File: src/rtl/ps2_pkg.sv
// ---------------------------------------------------------------------------
// ps2_pkg
// Shared definitions for the PS/2 host-side blocks: transmitter FSM states,
// frame geometry, the device ACK level, default cycle counts, and the parity
// helper used when a command byte is latched.
// ---------------------------------------------------------------------------
package ps2_pkg;

  typedef enum logic [2:0] {
    ST_IDLE,
    ST_INHIBIT,
    ST_REQ,
    ST_SEND,
    ST_ACK,
    ST_WAIT_IDLE,
    ST_ABORT
  } ps2_tx_state_e;

  // start + 8 data + parity + stop
  localparam int FRAME_BITS = 11;

  // Level the device drives on the data line to acknowledge a frame.
  localparam logic ACK_LEVEL = 1'b0;

  // Defaults assume a 100 MHz system clock.
  localparam int DEF_INHIBIT_CYCLES     = 10000;    // 100 us
  localparam int DEF_REQ_TIMEOUT_CYCLES = 1500000;  // 15 ms
  localparam int DEF_PKT_TIMEOUT_CYCLES = 200000;   // 2 ms
  localparam int DEF_FILTER_CYCLES      = 8;

  // Timeout counters; wide enough for the 15 ms default without wrapping.
  localparam int TIMER_W = 32;

  function automatic logic odd_parity(input logic [7:0] b);
    return ~^b;
  endfunction

endpackage

File: src/rtl/ps2_line_filter.sv
// ---------------------------------------------------------------------------
// ps2_line_filter
// Conditions one raw PS/2 line: 2-flop synchronizer, then a stability filter
// that accepts a new level only after FILTER_CYCLES consecutive samples
// disagree with the current filtered level, then a falling-edge pulse.
//
// Ports
//   clk_100mHz  system clock
//   reset       asynchronous active-high reset (line treated as idle-high)
//   line_i      raw pin level
//   level_o     filtered line level
//   fall_o      one-cycle pulse when level_o goes 1 -> 0
// ---------------------------------------------------------------------------
module ps2_line_filter #(
  parameter int FILTER_CYCLES = 8
) (
  input  logic clk_100mHz,
  input  logic reset,
  input  logic line_i,
  output logic level_o,
  output logic fall_o
);

  localparam int CW = ($clog2(FILTER_CYCLES) < 1) ? 1 : $clog2(FILTER_CYCLES);

  logic [1:0]    sync_q;
  logic          level_q;
  logic [CW-1:0] cnt_q;
  logic          fall_q;

  // NOTE: sequential state uses non-blocking assignments so every flop
  // samples the pre-edge values; blocking here would collapse the
  // synchronizer into a single stage.
  always_ff @(posedge clk_100mHz or posedge reset) begin
    if (reset) begin
      sync_q  <= 2'b11;
      level_q <= 1'b1;
      cnt_q   <= '0;
      fall_q  <= 1'b0;
    end else begin
      sync_q <= {sync_q[0], line_i};
      fall_q <= 1'b0;
      if (sync_q[1] == level_q) begin
        // Any agreeing sample restarts the run, so short glitches vanish.
        cnt_q <= '0;
      end else if (cnt_q == CW'(FILTER_CYCLES - 1)) begin
        level_q <= sync_q[1];
        cnt_q   <= '0;
        fall_q  <= level_q;  // old level 1 means this is a falling edge
      end else begin
        cnt_q <= cnt_q + 1'b1;
      end
    end
  end

  assign level_o = level_q;
  assign fall_o  = fall_q;

endmodule

File: src/rtl/ps2_host_tx.sv
// ---------------------------------------------------------------------------
// ps2_host_tx
// Host-to-device PS/2 transmitter. Inhibits the clock, requests to send,
// then shifts one command byte out on device-generated falling clock edges
// and reports the device ACK/NACK or a timeout. Pins are driven
// open-collector: an oe of 1 pulls the line low, 0 releases it.
//
// Ports
//   clk_100mHz   system clock
//   reset        asynchronous active-high reset, releases both lines
//   tx_data      byte to send, latched on an accepted tx_start
//   tx_start     one-cycle request, honoured only when idle
//   ps2_clk_in   raw ps2_clk pin level
//   ps2_data_in  raw ps2_data pin level
//   ps2_clk_oe   1 = drive ps2_clk low
//   ps2_data_oe  1 = drive ps2_data low
//   busy         high whenever a transaction is in progress
//   tx_done      one-cycle pulse at the end of every transaction
//   tx_error     NACK or timeout; valid with tx_done, held until next start
// ---------------------------------------------------------------------------
module ps2_host_tx
  import ps2_pkg::*;
#(
  parameter int INHIBIT_CYCLES     = DEF_INHIBIT_CYCLES,
  parameter int REQ_TIMEOUT_CYCLES = DEF_REQ_TIMEOUT_CYCLES,
  parameter int PKT_TIMEOUT_CYCLES = DEF_PKT_TIMEOUT_CYCLES,
  parameter int FILTER_CYCLES      = DEF_FILTER_CYCLES
) (
  input  logic       clk_100mHz,
  input  logic       reset,
  input  logic [7:0] tx_data,
  input  logic       tx_start,
  input  logic       ps2_clk_in,
  input  logic       ps2_data_in,
  output logic       ps2_clk_oe,
  output logic       ps2_data_oe,
  output logic       busy,
  output logic       tx_done,
  output logic       tx_error
);

  logic clk_level;
  logic clk_fall;
  logic data_level;
  logic unused_data_fall;  // data edges carry no meaning on the send side

  ps2_line_filter #(.FILTER_CYCLES(FILTER_CYCLES)) u_clk_filter (
    .clk_100mHz (clk_100mHz),
    .reset      (reset),
    .line_i     (ps2_clk_in),
    .level_o    (clk_level),
    .fall_o     (clk_fall)
  );

  ps2_line_filter #(.FILTER_CYCLES(FILTER_CYCLES)) u_data_filter (
    .clk_100mHz (clk_100mHz),
    .reset      (reset),
    .line_i     (ps2_data_in),
    .level_o    (data_level),
    .fall_o     (unused_data_fall)
  );

  ps2_tx_state_e      state_q;
  logic [9:0]         frame_q;    // {stop, parity, d7..d0}, LSB goes out next
  logic [3:0]         bit_cnt_q;  // falling edges consumed in this frame
  logic [TIMER_W-1:0] timer_q;    // inhibit length, then request timeout
  logic [TIMER_W-1:0] pkt_q;      // time since the first device edge
  logic               clk_oe_q;
  logic               data_oe_q;
  logic               busy_q;
  logic               done_q;
  logic               error_q;

  always_ff @(posedge clk_100mHz or posedge reset) begin
    if (reset) begin
      state_q   <= ST_IDLE;
      frame_q   <= '0;
      bit_cnt_q <= '0;
      timer_q   <= '0;
      pkt_q     <= '0;
      clk_oe_q  <= 1'b0;
      data_oe_q <= 1'b0;
      busy_q    <= 1'b0;
      done_q    <= 1'b0;
      error_q   <= 1'b0;
    end else begin
      done_q <= 1'b0;
      case (state_q)
        ST_IDLE: begin
          if (tx_start) begin
            frame_q   <= {1'b1, odd_parity(tx_data), tx_data};
            bit_cnt_q <= '0;
            timer_q   <= '0;
            error_q   <= 1'b0;
            clk_oe_q  <= 1'b1;
            busy_q    <= 1'b1;
            state_q   <= ST_INHIBIT;
          end
        end

        ST_INHIBIT: begin
          timer_q <= timer_q + 1'b1;
          // Data goes low one cycle before the clock is released so the
          // device sees the start bit already present at release.
          if (timer_q == TIMER_W'(INHIBIT_CYCLES - 2)) begin
            data_oe_q <= 1'b1;
          end
          if (timer_q == TIMER_W'(INHIBIT_CYCLES - 1)) begin
            clk_oe_q <= 1'b0;
            timer_q  <= '0;
            state_q  <= ST_REQ;
          end
        end

        ST_REQ: begin
          if (clk_fall) begin
            // First device edge clocks in the start bit; present d0 now.
            data_oe_q <= ~frame_q[0];
            frame_q   <= frame_q >> 1;
            bit_cnt_q <= 4'd1;
            pkt_q     <= '0;
            state_q   <= ST_SEND;
          end else if (timer_q == TIMER_W'(REQ_TIMEOUT_CYCLES - 1)) begin
            data_oe_q <= 1'b0;
            state_q   <= ST_ABORT;
          end else begin
            timer_q <= timer_q + 1'b1;
          end
        end

        ST_SEND: begin
          pkt_q <= pkt_q + 1'b1;
          if (pkt_q == TIMER_W'(PKT_TIMEOUT_CYCLES - 1)) begin
            data_oe_q <= 1'b0;
            state_q   <= ST_ABORT;
          end else if (clk_fall) begin
            // Edges 2..9 present d1..d7 and parity; edge 10 releases (stop).
            data_oe_q <= ~frame_q[0];
            frame_q   <= frame_q >> 1;
            bit_cnt_q <= bit_cnt_q + 1'b1;
            if (bit_cnt_q == 4'(FRAME_BITS - 2)) begin
              state_q <= ST_ACK;
            end
          end
        end

        ST_ACK: begin
          pkt_q <= pkt_q + 1'b1;
          if (pkt_q == TIMER_W'(PKT_TIMEOUT_CYCLES - 1)) begin
            data_oe_q <= 1'b0;
            state_q   <= ST_ABORT;
          end else if (clk_fall) begin
            error_q   <= (data_level != ACK_LEVEL);
            bit_cnt_q <= bit_cnt_q + 1'b1;
            state_q   <= ST_WAIT_IDLE;
          end
        end

        ST_WAIT_IDLE: begin
          if (clk_level && data_level) begin
            done_q    <= 1'b1;
            busy_q    <= 1'b0;
            bit_cnt_q <= '0;
            state_q   <= ST_IDLE;
          end
        end

        ST_ABORT: begin
          clk_oe_q  <= 1'b0;
          data_oe_q <= 1'b0;
          error_q   <= 1'b1;
          done_q    <= 1'b1;
          busy_q    <= 1'b0;
          bit_cnt_q <= '0;
          state_q   <= ST_IDLE;
        end

        default: begin
          clk_oe_q  <= 1'b0;
          data_oe_q <= 1'b0;
          busy_q    <= 1'b0;
          state_q   <= ST_IDLE;
        end
      endcase
    end
  end

  assign ps2_clk_oe  = clk_oe_q;
  assign ps2_data_oe = data_oe_q;
  assign busy        = busy_q;
  assign tx_done     = done_q;
  assign tx_error    = error_q;

endmodule

File: config.mk
export PLATFORM = sky130hd
export DESIGN_NAME = ps2_host_tx
export DESIGN_NICKNAME = d
export VERILOG_FILES = /design/src/rtl/ps2_pkg.sv /design/src/rtl/ps2_line_filter.sv /design/src/rtl/ps2_host_tx.sv
export SDC_FILE = /design/constraint.sdc
export NUM_CORES = 1
export LEC_CHECK = 0
export CAP_MARGIN = 40
export CORE_MARGIN = 3
export CORE_UTILIZATION = 50
export DETAILED_ROUTE_END_ITERATION = 16
export GPL_ROUTABILITY_DRIVEN = 0
export PLACE_DENSITY = 0.73
export SYNTH_ARGS = -nofsm -noshare
export SYNTH_HDL_FRONTEND = slang
export SYNTH_SLANG_ARGS = --single-unit
File: constraint.sdc
create_clock -name clk_100mHz -period 3.7 [get_ports clk_100mHz]
set_input_delay 0.74 -clock clk_100mHz [delete_from_list [all_inputs] [get_ports clk_100mHz]]
set_output_delay 0.74 -clock clk_100mHz [all_outputs]
set_load 0.02 [all_outputs]
==> results_dict.tcl <==
set metrics [dict create \
    layout-drive-gt1-share 0.0950 \
    synthAdderAreaFrac 0.0219 \
    yosysSeqAreaShare 0.483 \
    arrival_ns 2.93 \
    power.density_nw_per_um2 640 \
    syn_nets 559 \
    worst_pin_slew_ns 0.802 \
    critPathTopFamily "simple AND/OR/NAND/NOR gates" \
    wl_per_cell_microns 15.2 \
    required_ns 3.97 \
    critPathMaxFanout 16 \
    r2r_setup_slack_ns 1.04 \
    cts_hold_buf 0 \
    route.detailed.drc 0 \
    rsz0062_at_grt "no" \
    crit_cells 5 \
    relSlewSlack 0.460 \
    yosys.area_share.simple 0.258 \
    fin_skew_ns 0.0128 \
    finish.utilization 0.572 \
    overflow 0 \
    max_freq_ghz 0.375 \
    timing.rr.start "state_q[0]$_DFFE_PP0P_" \
    synthTopCellsByArea "dfrtp_1 (45%), nand3_1 (4.8%), xor2_1 (4.4%), nor2_1 (3.9%), nand2_1 (3.9%)" \
    tritoncts "done" \
    path_cells "inv_1, nor4_1, nor4_1, a2111oi_4, mux2_1" \
    crit_path_end "state_q[1]$_DFFE_PP0P_" \
    p_leak_nw 2.40 \
    r2r_end "state_q[1]$_DFFE_PP0P_" \
    synth_compound_area_frac 0.120 \
    hpwl_microns 7290 \
    die-area_sq_um 11600 \
    drv_slew 0 \
    synth_cell_types 59 \
    cts_sinks 99 \
    core.rowCount 36 \
    period_minus_slack_ns 2.66 \
    io_pins 18 \
    dpl_cell_area_sq_um 5490 \
    async_flop_share 1.00 \
    post-synth-top-count-cell "dfrtp_1" \
    dr.pass1.iters 4 \
    finalWirelength_microns 10500 \
    synth_edf_count 0 \
    grt_pass1_wl_microns 18200 \
    finalInstanceArea_sq_um 5670 \
    ys_top_cells_by_count "dfrtp_1 (93), nor2_1 (54), nand2_1 (53)" \
    worst-path-buf-inv 1 \
    synth_flop_cell "dfrtp_1" \
    clk_latency_ns 0.38 \
    status "complete, no violations" \
    yosysWarnings 0 \
    cp-start-kind "flop" \
    vias_per_cell 5.95 \
    cts_resized 0 \
    postRouteAntennaNets 0 \
    period_share 0.720 \
    grt_use_total 0.196 \
    coreArea_sq_um 9910 \
    areaGrowthSynthToFinish_pct 10.1 \
    final_nets 575 \
    final_cells 691 \
    start_util 0.520 \
    netlist_area_sq_um 5150 \
    setup_viol 0 \
    diodes 0 \
    cp-startpoint "state_q[0]$_DFFE_PP0P_" \
    numCtsBuffers 9 \
    hp-class "reg -> reg" \
    worstRegToRegCells 5 \
    clk_pin_slew_ns 0.10 \
    slowest_delay_ns 0.74 \
    synth_top_area_frac 0.452 \
    crit_type "reg -> reg" \
    grt_pass1_vias 3899 \
    port_buffers 17 \
    hold_violations 0 \
    die_x_microns 107 \
    drt_first_iter_violations 245 \
    h-tree-depth 3 \
    die_h_microns 107 \
    post-cts-setup-buffers 0 \
    dp_cells 675 \
    path_common_cell "nor4_1" \
    vias 4108 \
    worst_setup_path_end_kind "flop" \
    yosysTopAreaCell "dfrtp_1" \
    timing.hold.ws_ns 0.361 \
    ir_drop_v 0.000368 \
    fin_setup_tns_ns 0 \
    synth_top_family_by_area "simple AND/OR/NAND/NOR gates" \
    root_buffer "clkbuf_8" \
    synthMuxAreaShare 0.0185 \
    syn_area_per_cell_sq_um 9.59 \
    clock_path_buffers 2 \
    drv_cap 0 \
    ys_ff_latch 99 \
    antenna_found_initial 0 \
    synth_xor_area_frac 0.0697 \
    grt_max_degree 53 \
    crit_slowest_cell "dfrtp_1" \
    synthCells 537 \
]
[stage by stage]
step	setup slack [ns]	total power, mW
after detailed placement	1.04	2.99
after floorplan	0.380	2.61
after global routing	0.914	3.92
after global placement	1.08	2.91
after CTS	1.11	3.67
final	1.04	3.63
[sequential cells by signal, summed over array words and instances (netlist names)]
register and flops:
timer_q 32, u_clk_filter.level_o 1, busy 1, u_data_filter.level_o 1, bit_cnt_q 4, ps2_data_oe 1, frame_q 10, u_data_filter.sync_q 2
ps2_clk_oe 1, tx_error 1, tx_done 1, u_clk_filter.cnt_q 3, state_q 3, u_data_filter.cnt_q 3, pkt_q 32, u_clk_filter.fall_o 1
u_clk_filter.sync_q 2
[where the power goes]
part           internal, mW  leakage [nW]  switching [mW]
Combinational         0.524          1.02           0.718
Clock                 0.256        0.0884           0.403
Sequential             1.37          1.29           0.355
[cells by family after synthesis]
kind of cell    count (synthesis)
simple gates                  256
flops                          99
compound gates                 89
xor+xnor                       41
buf+inv                        34
mux                             9
fa+ha+maj                       9
[worst min-delay path by stage]
| stage | from | cells after the start | to |
|---|---|---|---|
| global placement | u_clk_filter.sync_q[0]$_DFF_PP1_ | 0 | u_clk_filter.sync_q[1]$_DFF_PP1_ |
| detailed placement | u_clk_filter.sync_q[0]$_DFF_PP1_ | 0 | u_clk_filter.sync_q[1]$_DFF_PP1_ |
| finish | u_clk_filter.sync_q[0]$_DFF_PP1_ | 0 | u_clk_filter.sync_q[1]$_DFF_PP1_ |
| global route | u_clk_filter.sync_q[0]$_DFF_PP1_ | 0 | u_clk_filter.sync_q[1]$_DFF_PP1_ |
| floorplan | u_clk_filter.sync_q[0]$_DFF_PP1_ | 0 | u_clk_filter.sync_q[1]$_DFF_PP1_ |
| CTS | u_clk_filter.sync_q[0]$_DFF_PP1_ | 0 | u_clk_filter.sync_q[1]$_DFF_PP1_ |
[final cells by class]
cell class,count,area (sq um)
clock buffers,9,124
clock inverters,7,61.3
fillers,869,4240
inverters,11,43.8
multi-input cells,404,2520
flip-flops and latches,99,2480
well taps,133,166
repair buffers,28,273
[worst reg2reg max path, stage by stage, from the launching register on]
cell	delay (ns)
dfrtp_1	0.74
inv_1	0.29
nor4_1	0.59
nor4_1	0.22
a2111oi_4	0.36
mux2_1	0.37
[cells in the final DEF (no fill, tap or decap), drive strengths merged, types with 3 or more instances in the layout]
cell	n
and3	15
and2	3
nor3	15
o211ai	8
xnor2	15
nand2	53
nor4	14
nand2b	4
a21oi	9
ha	9
clkbuf	9
nor3b	6
clkdlybuf4s50	17
nor2	55
and4	4
nand3	49
dfrtp	93
dfstp	6
nor4b	3
mux2i	5
nor2b	6
or3	5
o21ai	38
xor2	26
buf	11
o31ai	9
nand4	17
inv	14
a31oi	9
mux2	4
[metal layers]
| layer | track usage | vias up | routed length, microns |
|---|---|---|---|
| met3 | 0.0522 | 12 | 451 |
| met1 | 0.264 | 2039 | 4830 |
| met4 | 0.0577 | 0 | 118 |
| met5 | 0 | - | 0 |
| li1 | - | 1979 | - |
| met2 | 0.313 | 78 | 5130 |
Note: power is estimated with default switching activity, not from simulation.
==> edit (same settings) <==
The package constant `DEF_FILTER_CYCLES` goes from 8 to 4.
--- a/src/rtl/ps2_pkg.sv
+++ b/src/rtl/ps2_pkg.sv
@@ -26,7 +26,7 @@
   localparam int DEF_INHIBIT_CYCLES     = 10000;    // 100 us
   localparam int DEF_REQ_TIMEOUT_CYCLES = 1500000;  // 15 ms
   localparam int DEF_PKT_TIMEOUT_CYCLES = 200000;   // 2 ms
-  localparam int DEF_FILTER_CYCLES      = 8;
+  localparam int DEF_FILTER_CYCLES      = 4;
 
   // Timeout counters; wide enough for the 15 ms default without wrapping.
   localparam int TIMER_W = 32;
Check against the original RTL: same outputs for any inputs over 10 cycles, from zero or initial values and one cycle with reset high; that may be too few to reach the edited logic, so the function may still have changed.
==> edit against the original RTL <==
- routed wire length rose by 5.2%
- critical path type unchanged
- count of clock-buffer cells in the layout grew 1
- cell area is 2.0% higher
- hold slack got worse by 0.0013 ns
- non-clock buffer count decreased by 1
- final cell count rose by 4.6%
- setup slack got worse by 0.040 ns
- area after synthesis up 2.3%
- critical endpoint is now state_q[2]
- sequential cell count decreased by 2
- global-route usage is 0.70 points higher
Power is not compared: it rests on default switching activity, and its combinational part moved more than twofold at a synthesized area within 25%.
==> edit: results <==
metrics = {
    "run_status": {
        "status": "finished, final reports clean",
    },
    "grt": {
        "grt_pass1_vias": 4109,
        "grt_antenna_before_repair": 0,
        "grt_max_degree": 64,
        "grtUsageTotal": 0.203,
        "grt_pass1_wl_um": 19100,
        "grt_remaining_overflow": 0,
    },
    "cells_and_area": {
        "inv_count": 13,
        "multi_input_area_share": 0.462,
        "comb.multi_input.count": 437,
        "nets": 605,
        "seq_share": 0.421,
        "clkbuf_count": 10,
        "final-nonclk-buf-share": 0.0459,
        "drive_gt1_frac": 0.0864,
        "nFillCells": 886,
        "final_cells": 723,
        "num-nonclk-buffers": 27,
        "clock_area_frac": 0.0340,
    },
    "place": {
        "pre_cts_ws_ns": 0.911,
        "hpwl_um": 7660,
        "place_inst": 707,
    },
    "power_and_ir_drop": {
        "power_switching_w": 0.000619,
        "leakagePower_nw": 2.34,
        "peakVddDrop_mv": 0.328,
    },
    "drt": {
        "first_iter_violations": 255,
        "firstDrtPassIters": 6,
        "wl_per_cell_um": 15.3,
        "wl_met1_um": 5050,
        "dr_wl_met2_um": 5350,
        "avgViaCountPerCell": 5.85,
        "route.met3.wl_um": 488,
        "maxUsedRoutingLayer": "met4",
    },
    "cts": {
        "path_clk_slew_ns": 0.09,
        "insertion_delay_ns": 0.37,
        "cts_setup_buffers": 0,
        "cts.repair.resized": 0,
    },
    "synth": {
        "synth-async-reset-ratio": 1.00,
        "yosys-top-cells-area": "dfrtp_1 (43%), xnor2_1 (7.7%), nor2_1 (6.3%)",
        "yosysUniqueCellTypes": 60,
        "synth_area_per_cell_um2": 9.24,
        "synth_common_cells": "dfrtp_1 (91), nor2_1 (88), nand2_1 (52)",
        "synth-seq-cells": 97,
        "syn_nets": 590,
        "seq_area_frac_synth": 0.462,
    },
    "sta": {
        "max_slew_margin": 0.564,
        "fin_worst_skew_ns": 0.00756,
    },
    "critical_path": {
        "setup.worst_path.class": "reg -> reg",
        "crit_path_max_fanout": 5,
        "arrival_ns": 2.96,
        "rr_startpoint": "timer_q[1]",
    },
}
edit: metal layers:
layer	global-route usage	vias up
met1	0.275	2078
li1	-	2022
met3	0.0432	14
met2	0.324	118
met4	0.0721	0
met5	0	-
edit: cells by family after synthesis:
kind of cell,synth area share
compound gates,0.0699
xor+xnor,0.111
buf+inv,0.0306
mux,0.0150
simple gates,0.294
fa+ha+maj,0.0166
flops,0.462
edit: metrics by stage:
stage                     area, um^2  power, W
after global routing            5780   0.00241
after detailed placement        5590   0.00162
after global placement          5560   0.00159
final                           5780   0.00228
after CTS                       5780   0.00231
after floorplan                 5270   0.00151
edit: power by group through the flow:
stage / logic (W) / registers, W / clock network, W
5_1_grt: 0.000353 / 0.00131 / 0.000752
3_3_place_gp: 0.000288 / 0.00130 / 0
4_1_cts: 0.000317 / 0.00129 / 0.000704
3_5_place_dp: 0.000315 / 0.00131 / 0
6_report: 0.000309 / 0.00129 / 0.000683
2_1_floorplan: 0.000222 / 0.00129 / 0
edit: worst max-delay path, cell delays in order, from the launching register on:
cell       delay [ns]
dfrtp_1          0.44
ha_1             0.25
nand4_1          0.25
or4_2            0.68
nor3_2           0.17
o2bb2ai_2        0.10
nor4_4           0.37
mux2_4           0.33
edit: final timing paths:
kind,slack (ns),to,depth (start not counted)
max,1.0,state_q[2],7
min,0.36,u_clk_filter.sync_q[1],0
max reg2reg,1.0,state_q[2],7
min reg2reg,0.36,u_clk_filter.sync_q[1],0
max in group asynchronous,2.40,u_clk_filter.sync_q[0],3
min in group asynchronous,0.68,pkt_q[26],2
